$ cat config.mk
export PLATFORM = sky130hd
export DESIGN_NAME = mem_port_arbiter
export DESIGN_NICKNAME = d
export VERILOG_FILES = /design/src/rtl/mem_port_arbiter.sv
export SDC_FILE = /design/constraint.sdc
export NUM_CORES = 1
export LEC_CHECK = 0
export BUFFER_PORTS_ARGS = -buffer_cell sky130_fd_sc_hd__buf_2
export CORE_MARGIN = 4
export CORE_UTILIZATION = 42
export DETAILED_ROUTE_END_ITERATION = 7
export PLACE_DENSITY = 0.78
export REMOVE_ABC_BUFFERS = 1
export SLEW_MARGIN = 20
export SYNTH_ARGS = -nofsm -noshare
export SYNTH_HDL_FRONTEND = slang
export SYNTH_SLANG_ARGS = --single-unit
$ cat constraint.sdc
create_clock -name clk -period 1.5 [get_ports clk]
set_input_delay 0.15 -clock clk [delete_from_list [all_inputs] [get_ports clk]]
set_output_delay 0.15 -clock clk [all_outputs]
set_load 0.005 [all_outputs]
$ cat src/rtl/mem_port_arbiter.sv
// mem_port_arbiter: round-robin arbiter sharing one asynchronous-read memory
// between the CPU memory port and a DMA/loader master. Each access takes
// IDLE -> ACCESS (strobe) -> RESP (ack), giving one access per 3 cycles.
module mem_port_arbiter #(
  parameter int AW = 32,
  parameter int DW = 32
) (
  input  logic          clk,
  input  logic          rst,
  input  logic          cpu_req,
  input  logic          cpu_we,
  input  logic [AW-1:0] cpu_adr,
  input  logic [DW-1:0] cpu_wdata,
  output logic          cpu_ack,
  output logic [DW-1:0] cpu_rdata,
  input  logic          dma_req,
  input  logic          dma_we,
  input  logic [AW-1:0] dma_adr,
  input  logic [DW-1:0] dma_wdata,
  output logic          dma_ack,
  output logic [DW-1:0] dma_rdata,
  output logic          mem_read,
  output logic          mem_write,
  output logic [AW-1:0] mem_adr,
  output logic [DW-1:0] mem_wdata,
  input  logic [DW-1:0] mem_rdata,
  output logic          grant_dma,
  output logic          busy
);

  typedef enum logic [1:0] {
    IDLE   = 2'd0,
    ACCESS = 2'd1,
    RESP   = 2'd2
  } state_t;

  state_t state, state_nx;
  logic   grant;     // a winner is chosen this IDLE cycle
  logic   pick_dma;  // winner is DMA
  logic   we_q;      // latched write enable of the current access
  logic   last_dma;  // round-robin pointer: 1 = DMA won most recently

  // Next-state and arbitration decision; requests only matter in IDLE.
  always_comb begin
    state_nx = state;
    grant    = 1'b0;
    pick_dma = 1'b0;
    case (state)
      IDLE: begin
        if (cpu_req || dma_req) begin
          grant    = 1'b1;
          pick_dma = dma_req && (!cpu_req || !last_dma);
          state_nx = ACCESS;
        end
      end
      ACCESS:  state_nx = RESP;
      RESP:    state_nx = IDLE;
      default: state_nx = IDLE;
    endcase
  end

  // State register.
  always_ff @(posedge clk or negedge rst) begin
    if (!rst) state <= IDLE;
    else      state <= state_nx;
  end

  // Latch the winner's command and update the round-robin pointer on grant.
  always_ff @(posedge clk or negedge rst) begin
    if (!rst) begin
      mem_adr   <= '0;
      mem_wdata <= '0;
      we_q      <= 1'b0;
      grant_dma <= 1'b0;
      last_dma  <= 1'b1;
    end else if (grant) begin
      mem_adr   <= pick_dma ? dma_adr   : cpu_adr;
      mem_wdata <= pick_dma ? dma_wdata : cpu_wdata;
      we_q      <= pick_dma ? dma_we    : cpu_we;
      grant_dma <= pick_dma;
      last_dma  <= pick_dma;
    end
  end

  // Capture read data into the winner's register at the end of ACCESS.
  always_ff @(posedge clk or negedge rst) begin
    if (!rst) begin
      cpu_rdata <= '0;
      dma_rdata <= '0;
    end else if (state == ACCESS && !we_q) begin
      if (grant_dma) dma_rdata <= mem_rdata;
      else           cpu_rdata <= mem_rdata;
    end
  end

  // Strobes, acks and busy are decoded from the registered state.
  always_comb begin
    mem_read  = (state == ACCESS) && !we_q;
    mem_write = (state == ACCESS) &&  we_q;
    cpu_ack   = (state == RESP)   && !grant_dma;
    dma_ack   = (state == RESP)   &&  grant_dma;
    busy      = (state != IDLE);
  end

endmodule

==> summary.md, run 1 <==
| Metric | Value |
|---|---|
| Critical path class | `register to register` |
| Tcrit/Tclk final | `108.6%` |
| Die Wd | `129.0 um` |
| Worst hold slack | `15.96 ps` |
| Final core utilization | `65.85%` |
| Drt total wl | `22.06 mm` |
| Number of global-route vias before repair | `5659` |
| Switching pwr | `7.299 mW` |
| CTS tree | `built` |
| Largest area contributor in the netlist | `dfrtp_1` |
| Crit path from | `state[1]` |
| Slowest CP cell | `dfrtp_1` |
| Slew @ Worst Pin | `397.6 ps` |
| Initial DRT Pass Iterations | `5` |
| Pwr Density | `2192 mW/mm2` |
| Post-synth top area share | `53.76%` |
| RSZ-0062 raised after global routing | `yes` |
| Cell family with most CP delay | `simple AND/OR/NAND/NOR gates` |
| Final setup violation count | `134` |
| Synth warnings | `0` |
| Cell Int Power | `13.05 mW` |
| Peak Freq | `614.1 MHz` |
| Root buf cell | `clkbuf_16` |
| Worst Setup EP | `cpu_rdata[25]` |
| Sequential share of the synthesized area | `54.18%` |
| Reg-to-reg endpoint | `cpu_rdata[25]` |
| Worst path arrival time | `1930 ps` |
| Mapped Cells | `521` |
| MaxCap Viol Count | `0` |
| Area of the core | `0.01410 mm2` |
| Buf/Inv on CP | `2` |
| DR iter-0 viols | `326` |
| Cell variety after synth | `29` |
| Max clock buf depth | `2` |
| Area Growth Syn to Fin | `51.07%` |
| Post-Layout Cell Count | `1050` |
| Synthesized area | `0.006145 mm2` |
| Sw Share | `35.86%` |
| Worst-skew pair later-pin latency | `420 ps` |
| Cells along the critical path | `buf_6 > nor3b_4 > and2b_4 > clkbuf_16 > mux2_4` |
| Final hold viol count | `0` |
| Crit path required time | `1800 ps` |
| PortBufs | `299` |
| Worst Reg-to-Reg Cells | `5` |
| DP HPWL | `13.64 mm` |
| WL per Instance | `21.01 um` |
| Die area | `0.01663 mm2` |
| Comb pwr share | `49.0%` |
| First-pass GRT wire length | `30.86 mm` |
| Initial Utilization | `43.59%` |
| Via count | `5680` |
| Fraction of layout cells with a size suffix above 1 | `55.47%` |
| Top post-synthesis cells by area | `dfrtp_1 54%, mux2_4 15%, o31ai_1 7.7%` |
| Vias/cell | `5.410` |
| Outcome | `finished with violations` |
| # rows | `43` |
| Busiest grt layer | `met2` |
| Layout Nets | `1025` |
| Pre-CTS setup slack | `-94.19 ps` |
| Crit Path Max Fanout | `6` |
| Worst path max stage delay | `390 ps` |
| Min cycle time layout | `1628 ps` |
| M2 GR Usage | `40.82%` |
| Largest net degree at the start of global routing | `52` |
| H-tree depth | `4` |
| Die Y | `129.0 um` |
| Final-report max-slew violation count | `0` |
| Antenna violations before repair | `3` |
| GP Congestion | `0.8413` |
| Commonest non-fill, non-tap cell in the layout | `buf_2` |
| Routed Antenna Nets | `0` |
| Crit path depth | `5` |
| Clock Sinks | `133` |
| Gr ovfl total | `0` |
| DP Cell Count | `974` |
| # IOs | `300` |
| Commonest cells after routing, fill and taps aside | `297 x buf_2, 132 x dfrtp_1, 64 x mux2_4, 63 x a21oi_1, 63 x nor2_1` |
| Leak | `4.535 nW` |
| Failing checks | `negative setup slack` |
| Drt drc | `0` |
| Worst Skew | `13.80 ps` |
| Flop pwr share | `32.2%` |
| GRT Util Overall | `24.21%` |
| CP Launch Type | `register` |
| Slew headroom | `73.49%` |
| Register bit count reported by yosys | `133` |
| Worst Hold Class | `primary input to register` |
| Num CTS Buffers | `17` |
| Clk slew on worst S/H paths | `60 ps` |
| Avg Cell Area, Syn | `11.79 um2` |
| Grt met3 use | `8.759%` |
| R2R Setup Slk | `-130 ps` |
| Clock power share | `18.8%` |
| VDD IR max | `1039 uV` |
| Setup slack after layout | `-128.4 ps` |
| Met1 GRT Util | `28.45%` |
| Crit. End Element | `register` |
| R2R Path Start | `state[1]` |
==> layer usage <==
layer  up-vias  part of all wire, %
li1       2552                    -
met1      2755                   37
met2       319                   50
met3        50                   10
met4         4                  2.6
met5         -                 0.12
==> Yosys cell counts <==
library cell,number
and2b_1,1
dfrtp_1,132
a2bb2oi_1,2
o21ai_2,1
inv_2,1
o21ai_1,20
and2_1,2
mux2_1,4
inv_1,1
and3b_1,1
clkbuf_1,14
a21oi_1,63
nor3b_1,1
nor2b_1,1
mux2_4,60
nor2_1,64
a22o_1,2
buf_12,6
a21bo_2,1
o31ai_1,63
o21ai_0,45
buf_2,21
buf_6,4
a211oi_1,2
dfstp_2,1
buf_4,5
nor2_2,1
a21boi_2,1
nor3b_4,1
==> flip-flops by register name, summed over array words and instances, names as in the netlist <==
| register | count |
|---|---|
| last_dma | 1 |
| grant_dma | 1 |
| cpu_rdata | 32 |
| state | 2 |
| we_q | 1 |
| dma_rdata | 32 |
| mem_wdata | 32 |
| mem_adr | 32 |
==> final cells by class <==
cell class | count | area [um2]
fillers | 1089 | 4813
flip-flops and latches | 133 | 3329
multi-input cells | 336 | 2768
repair buffers | 369 | 2419
clock buffers | 21 | 450.4
well taps | 180 | 225.2
clock inverters | 8 | 81.33
inverters | 2 | 7.507
diodes | 1 | 2.502
==> cell families after synthesis <==
| family | synth area share, % |
|---|---|
| compound gates | 19.43 |
| simple gates | 5.009 |
| buf+inv | 5.987 |
| mux | 15.39 |
| flops | 54.18 |
==> power groups by stage <==
| stage | Sequential (mW) | Clock, mW | Combinational, mW |
|---|---|---|---|
| after floorplan | 6.51 | 0 | 4.15 |
| after CTS | 6.44 | 3.86 | 8.54 |
| after global routing | 6.72 | 4.05 | 10.6 |
| after detailed placement | 6.48 | 0 | 8.19 |
| after global placement | 6.40 | 0 | 8.03 |
| final | 6.55 | 3.84 | 9.96 |
==> through the flow <==
step           cell area, um2  power, mW  setup TNS, ps
2_1_floorplan            5784      10.65        -169650
3_5_place_dp             7873      14.67          -2408
6_report                 9283      20.35         -11950
5_1_grt                  9280      21.42         -21320
3_3_place_gp             7873      14.42         -19.48
4_1_cts                  8777      18.84          -6236
==> worst min path at each step <==
| stage | from | end | slack, ps | cells past startpoint |
|---|---|---|---|---|
| after floorplan | rst | cpu_rdata[0] | -150 | 0 |
| after global placement | rst | mem_adr[3] | 80 | 1 |
| after detailed placement | rst | mem_adr[3] | 90 | 1 |
| after CTS | mem_rdata[1] | cpu_rdata[1] | 3 | 2 |
| after global routing | mem_rdata[26] | cpu_rdata[26] | -2 | 2 |
| final | mem_rdata[7] | cpu_rdata[7] | 20 | 2 |
==> what timing repair did <==
action	CTS	global route
pin swaps	1	3
hold buffers	29	1
buffers inserted	4	4
hold endpoints to repair	88	1
resized for setup	7	60
setup endpoints to repair	120	108
cloned	1	7
Power figures use the tool's default switching activity.
==> inputs of run 2 (changes only) <==
Settings changed: CORE_MARGIN 4 to 2.
==> summary.md, run 2 (same netlist as run 1, synthesis figures left out) <==
| Metric | Value |
|---|---|
| GP Congestion | `0.8039` |
| DP Cell Count | `985` |
| Drt total wl | `20.13 mm` |
| Setup slack after layout | `-95.39 ps` |
| Die Wd | `125.0 um` |
| Num CTS Buffers | `17` |
| Slew @ Worst Pin | `349.5 ps` |
| Antenna violations before repair | `1` |
| Crit Path Max Fanout | `11` |
| MaxCap Viol Count | `0` |
| Vias/cell | `5.325` |
| Commonest non-fill, non-tap cell in the layout | `buf_2` |
| First-pass GRT wire length | `30.15 mm` |
| Die Y | `125.0 um` |
| CP Launch Type | `register` |
| Fraction of layout cells with a size suffix above 1 | `56.34%` |
| GRT Util Overall | `24.19%` |
| Switching pwr | `7.200 mW` |
| Failing checks | `negative setup slack` |
| Largest net degree at the start of global routing | `46` |
| H-tree depth | `4` |
| Power, Total | `20.58 mW` |
| Layout Nets | `1023` |
| Critical path class | `register to register` |
| Clk slew on worst S/H paths | `60 ps` |
| Pwr Density | `2212 mW/mm2` |
| Final hold viol count | `0` |
| Clock power share | `20.4%` |
| DP HPWL | `12.61 mm` |
| Outcome | `finished with violations` |
| Root buf cell | `clkbuf_16` |
| Gr ovfl total | `0` |
| Comb pwr share | `47.8%` |
| Worst Hold Class | `primary input to register` |
| Worst Skew | `4.888 ps` |
| PortBufs | `299` |
| CTS tree | `built` |
| Initial Utilization | `42.60%` |
| Crit. End Element | `register` |
| Commonest cells after routing, fill and taps aside | `297 x buf_2, 132 x dfrtp_1, 63 x nor2_1, 63 x mux2_4, 62 x a21oi_1` |
| # IOs | `300` |
| Final setup violation count | `118` |
| Worst-skew pair later-pin latency | `400 ps` |
| Tcrit/Tclk final | `106.4%` |
| Via count | `5607` |
| Area Growth Syn to Fin | `51.44%` |
| Leak | `4.547 nW` |
| Routed Antenna Nets | `0` |
| Min cycle time layout | `1595 ps` |
| Number of global-route vias before repair | `5510` |
| WL per Instance | `19.12 um` |
| Die area | `0.01561 mm2` |
| Sw Share | `34.98%` |
| Area of the core | `0.01442 mm2` |
| VDD IR max | `1630 uV` |
| DR iter-0 viols | `418` |
| # rows | `44` |
| Crit path required time | `1790 ps` |
| Drt drc | `0` |
| RSZ-0062 raised after global routing | `yes` |
| Peak Freq | `626.8 MHz` |
| Clock Sinks | `133` |
| Flop pwr share | `31.8%` |
| Initial DRT Pass Iterations | `4` |
| Post-Layout Cell Count | `1053` |
| Worst path arrival time | `1880 ps` |
| Slew headroom | `76.65%` |
| Max clock buf depth | `2` |
| Cell Int Power | `13.38 mW` |
| Final-report max-slew violation count | `0` |
| Worst hold slack | `21.91 ps` |
## run 2: final timing paths
kind                                from       endpoint  slack, ps  cells past startpoint
min in group asynchronous            rst  mem_wdata[19]        190                      2
min                           dma_adr[4]     mem_adr[4]         20                      3
max reg2reg                     state[0]  cpu_rdata[24]       -100                      5
min reg2reg                cpu_rdata[31]  cpu_rdata[31]        480                      1
max                             state[0]  cpu_rdata[24]       -100                      5
max in group asynchronous            rst  cpu_rdata[29]        720                      3
## run 2: stage by stage
stage               setup TNS (ps)  util [%]  instance area (um2)  worst slack [ps]
global route                -13100     64.50                 9303            -148.8
detailed placement          -450.5     55.15                 7955            -61.24
floorplan                  -169650         -                 5784             -1722
finish                       -4495     64.51                 9305            -95.39
CTS                          -1819     62.34                 8991            -49.86
global placement                 0     55.15                 7955             18.81
## run 2: layout make-up
type,instances,area (um2)
inverters,2,10.01
fillers,1105,5119
clock buffers,17,425.4
diodes,1,2.502
repair buffers,367,2394
well taps,184,230.2
clock inverters,13,158.9
multi-input cells,336,2755
flip-flops and latches,133,3329
## run 2: layer usage
| layer | share of wire [%] | global-route usage (%) |
|---|---|---|
| met5 | 0.065 | 0 |
| met4 | 1.6 | 6.601 |
| met3 | 7.7 | 7.060 |
| met2 | 50 | 40.86 |
| met1 | 41 | 30.59 |
## run 2: worst max-delay path, stage by stage, from the launching register on
cell and delay [ps]:
dfrtp_1 360, buf_4 110, nor3b_4 190, and2b_4 280, clkbuf_16 220, mux2_4 310
## run 2: power groups by stage
stage          Sequential [mW]  Clock (mW)  Combinational, mW
6_report                  6.55        4.19               9.85
5_1_grt                   6.72        4.41               10.5
4_1_cts                   6.44        4.22               9.02
3_5_place_dp              6.42           0               8.36
3_3_place_gp              6.40           0               8.14
2_1_floorplan             6.51           0               4.15
## run 2: repair_timing
item / CTS / global route
hold buffers: 27 / 1
cloned: 1 / 4
setup buffers: 4 / 0
gates resized for setup: 26 / 47
pin swaps: 2 / 0
endpoints found under the hold margin: 178 / 1
setup endpoints to repair: 37 / 128
==> inputs of run 3 (changes only) <==
Settings changed: PLACE_DENSITY 0.78 to 0.84.
==> summary.md, run 3 (same netlist as run 1, synthesis figures left out) <==
| Metric | Value |
|---|---|
| Outcome | `finished with violations` |
| Failing checks | `negative setup slack` |
| Worst Hold Class | `primary input to register` |
| Final-report max-slew violation count | `0` |
| Area of the core | `0.01442 mm2` |
| Commonest cells after routing, fill and taps aside | `296 x buf_2, 131 x dfrtp_1, 64 x mux2_4, 63 x nor2_1, 61 x a21oi_1` |
| Drt drc | `0` |
| Initial Utilization | `42.60%` |
| Crit Path Max Fanout | `22` |
| Commonest non-fill, non-tap cell in the layout | `buf_2` |
| Slew @ Worst Pin | `428.7 ps` |
| Leak | `4.673 nW` |
| Worst-skew pair later-pin latency | `420 ps` |
| Via count | `5885` |
| Ant. Diodes | `0` |
| Slew headroom | `71.42%` |
| DR iter-0 viols | `456` |
| Drt total wl | `22.24 mm` |
| Num CTS Buffers | `17` |
| Crit path required time | `1790 ps` |
| RSZ-0062 raised after global routing | `yes` |
| R2R Setup Slk | `-80 ps` |
| Critical path class | `register to register` |
| CTS tree | `built` |
| Number of global-route vias before repair | `5778` |
| Area Growth Syn to Fin | `57.48%` |
| Routed Antenna Nets | `0` |
| Final setup violation count | `104` |
| Antenna violations before repair | `0` |
| DP HPWL | `12.47 mm` |
| Pwr Density | `2240 mW/mm2` |
| Setup slack after layout | `-82.31 ps` |
| PortBufs | `299` |
| Final core utilization | `67.09%` |
| Root buf cell | `clkbuf_16` |
| Worst hold slack | `14.26 ps` |
| Tcrit/Tclk final | `105.5%` |
| Initial DRT Pass Iterations | `4` |
| WL per Instance | `21.00 um` |
| VDD IR max | `1293 uV` |
| Clock Sinks | `133` |
| CP Launch Type | `register` |
| # IOs | `300` |
| GP Congestion | `0.7653` |
| Die area | `0.01561 mm2` |
| Setup Total Neg Slack | `-3126 ps` |
| Peak Freq | `632.0 MHz` |
| First-pass GRT wire length | `32.26 mm` |
| Largest net degree at the start of global routing | `66` |
| Fraction of layout cells with a size suffix above 1 | `59.09%` |
| Min cycle time layout | `1582 ps` |
| Crit. End Element | `register` |
| Final hold viol count | `0` |
| H-tree depth | `4` |
| DP Cell Count | `980` |
| GRT Util Overall | `26.31%` |
| Gr ovfl total | `0` |
| Vias/cell | `5.557` |
| Layout Nets | `1028` |
| Die Wd | `125.0 um` |
| Clk slew on worst S/H paths | `60 ps` |
| # rows | `44` |
| Worst Skew | `12.58 ps` |
| Max clock buf depth | `2` |
| Die Y | `125.0 um` |
| Post-Layout Cell Count | `1059` |
| Worst path arrival time | `1870 ps` |
| MaxCap Viol Count | `0` |
| Pre-CTS setup slack | `-47.48 ps` |
==> run 3: changes by cell type in the layout (fill, tap and decap cells not counted), sizes merged <==
cell / before / now
diode: 1 / 0
clkbuf: 21 / 23
dlygate4sd3: 28 / 29
clkinvlp: 3 / 2
clkinv: 5 / 7
bufbuf: 1 / 2
inv: 4 / 5
bufinv: 3 / 1
buf: 334 / 337
==> run 3: layout make-up <==
type / count / area [um2]
fillers: 1042 / 4747
flip-flops and latches: 133 / 3331
multi-input cells: 336 / 2957
repair buffers: 372 / 2567
clock buffers: 19 / 452.9
well taps: 184 / 230.2
clock inverters: 13 / 123.9
inverters: 2 / 15.01
==> run 3: final timing paths <==
kind                                     from            end  depth (start not counted)
worst max-delay path                 state[0]    mem_adr[25]                          7
worst min-delay path            mem_rdata[17]  cpu_rdata[17]                          2
worst max register to register       state[0]    mem_adr[25]                          7
worst min register to register  mem_wdata[21]  mem_wdata[21]                          2
max in group asynchronous                 rst  dma_rdata[21]                          3
min in group asynchronous                 rst     mem_adr[0]                          2
==> run 3: routing by layer <==
metal	part of all wire (%)	routed length [um]	global-route usage, %	vias up
li1	-	-	-	2577
met1	38	8522	32.36	2926
met2	50	11230	44.65	327
met3	8.0	1788	7.274	55
met4	3.1	695	9.477	0
met5	0	0	0	-
==> run 3: metrics by stage <==
step / power (mW) / instance area (um2)
global route: 22.71 / 9677
detailed placement: 14.72 / 7943
finish: 21.68 / 9677
global placement: 14.40 / 7943
CTS: 19.94 / 9133
floorplan: 10.65 / 5784
==> run 3: power by group <==
group          internal (mW)  switching, mW  total (mW)  leakage [nW]
logic                   5.92           5.05        11.0          2.78
registers               5.43           1.22        6.65          1.61
clock network           2.39           1.67        4.06         0.282
total                   13.7           7.93        21.7          4.67
==> run 3: worst max-delay path: stages, from the launching register on <==
cell,delay [ps]
dfrtp_1,380
buf_6,120
nor2_4,110
buf_12,130
inv_8,40
bufbuf_16,300
o21ai_0,260
o31ai_2,110
==> run 3: what timing repair did <==
item / in CTS / in global routing
hold buffers: 28 / 1
buffers inserted: 7 / 2
pin swaps: 3 / 16
endpoints found under the hold margin: 183 / 2
endpoints found under the setup margin: 62 / 135
cloned: 6 / 5
resized for setup: 30 / 102
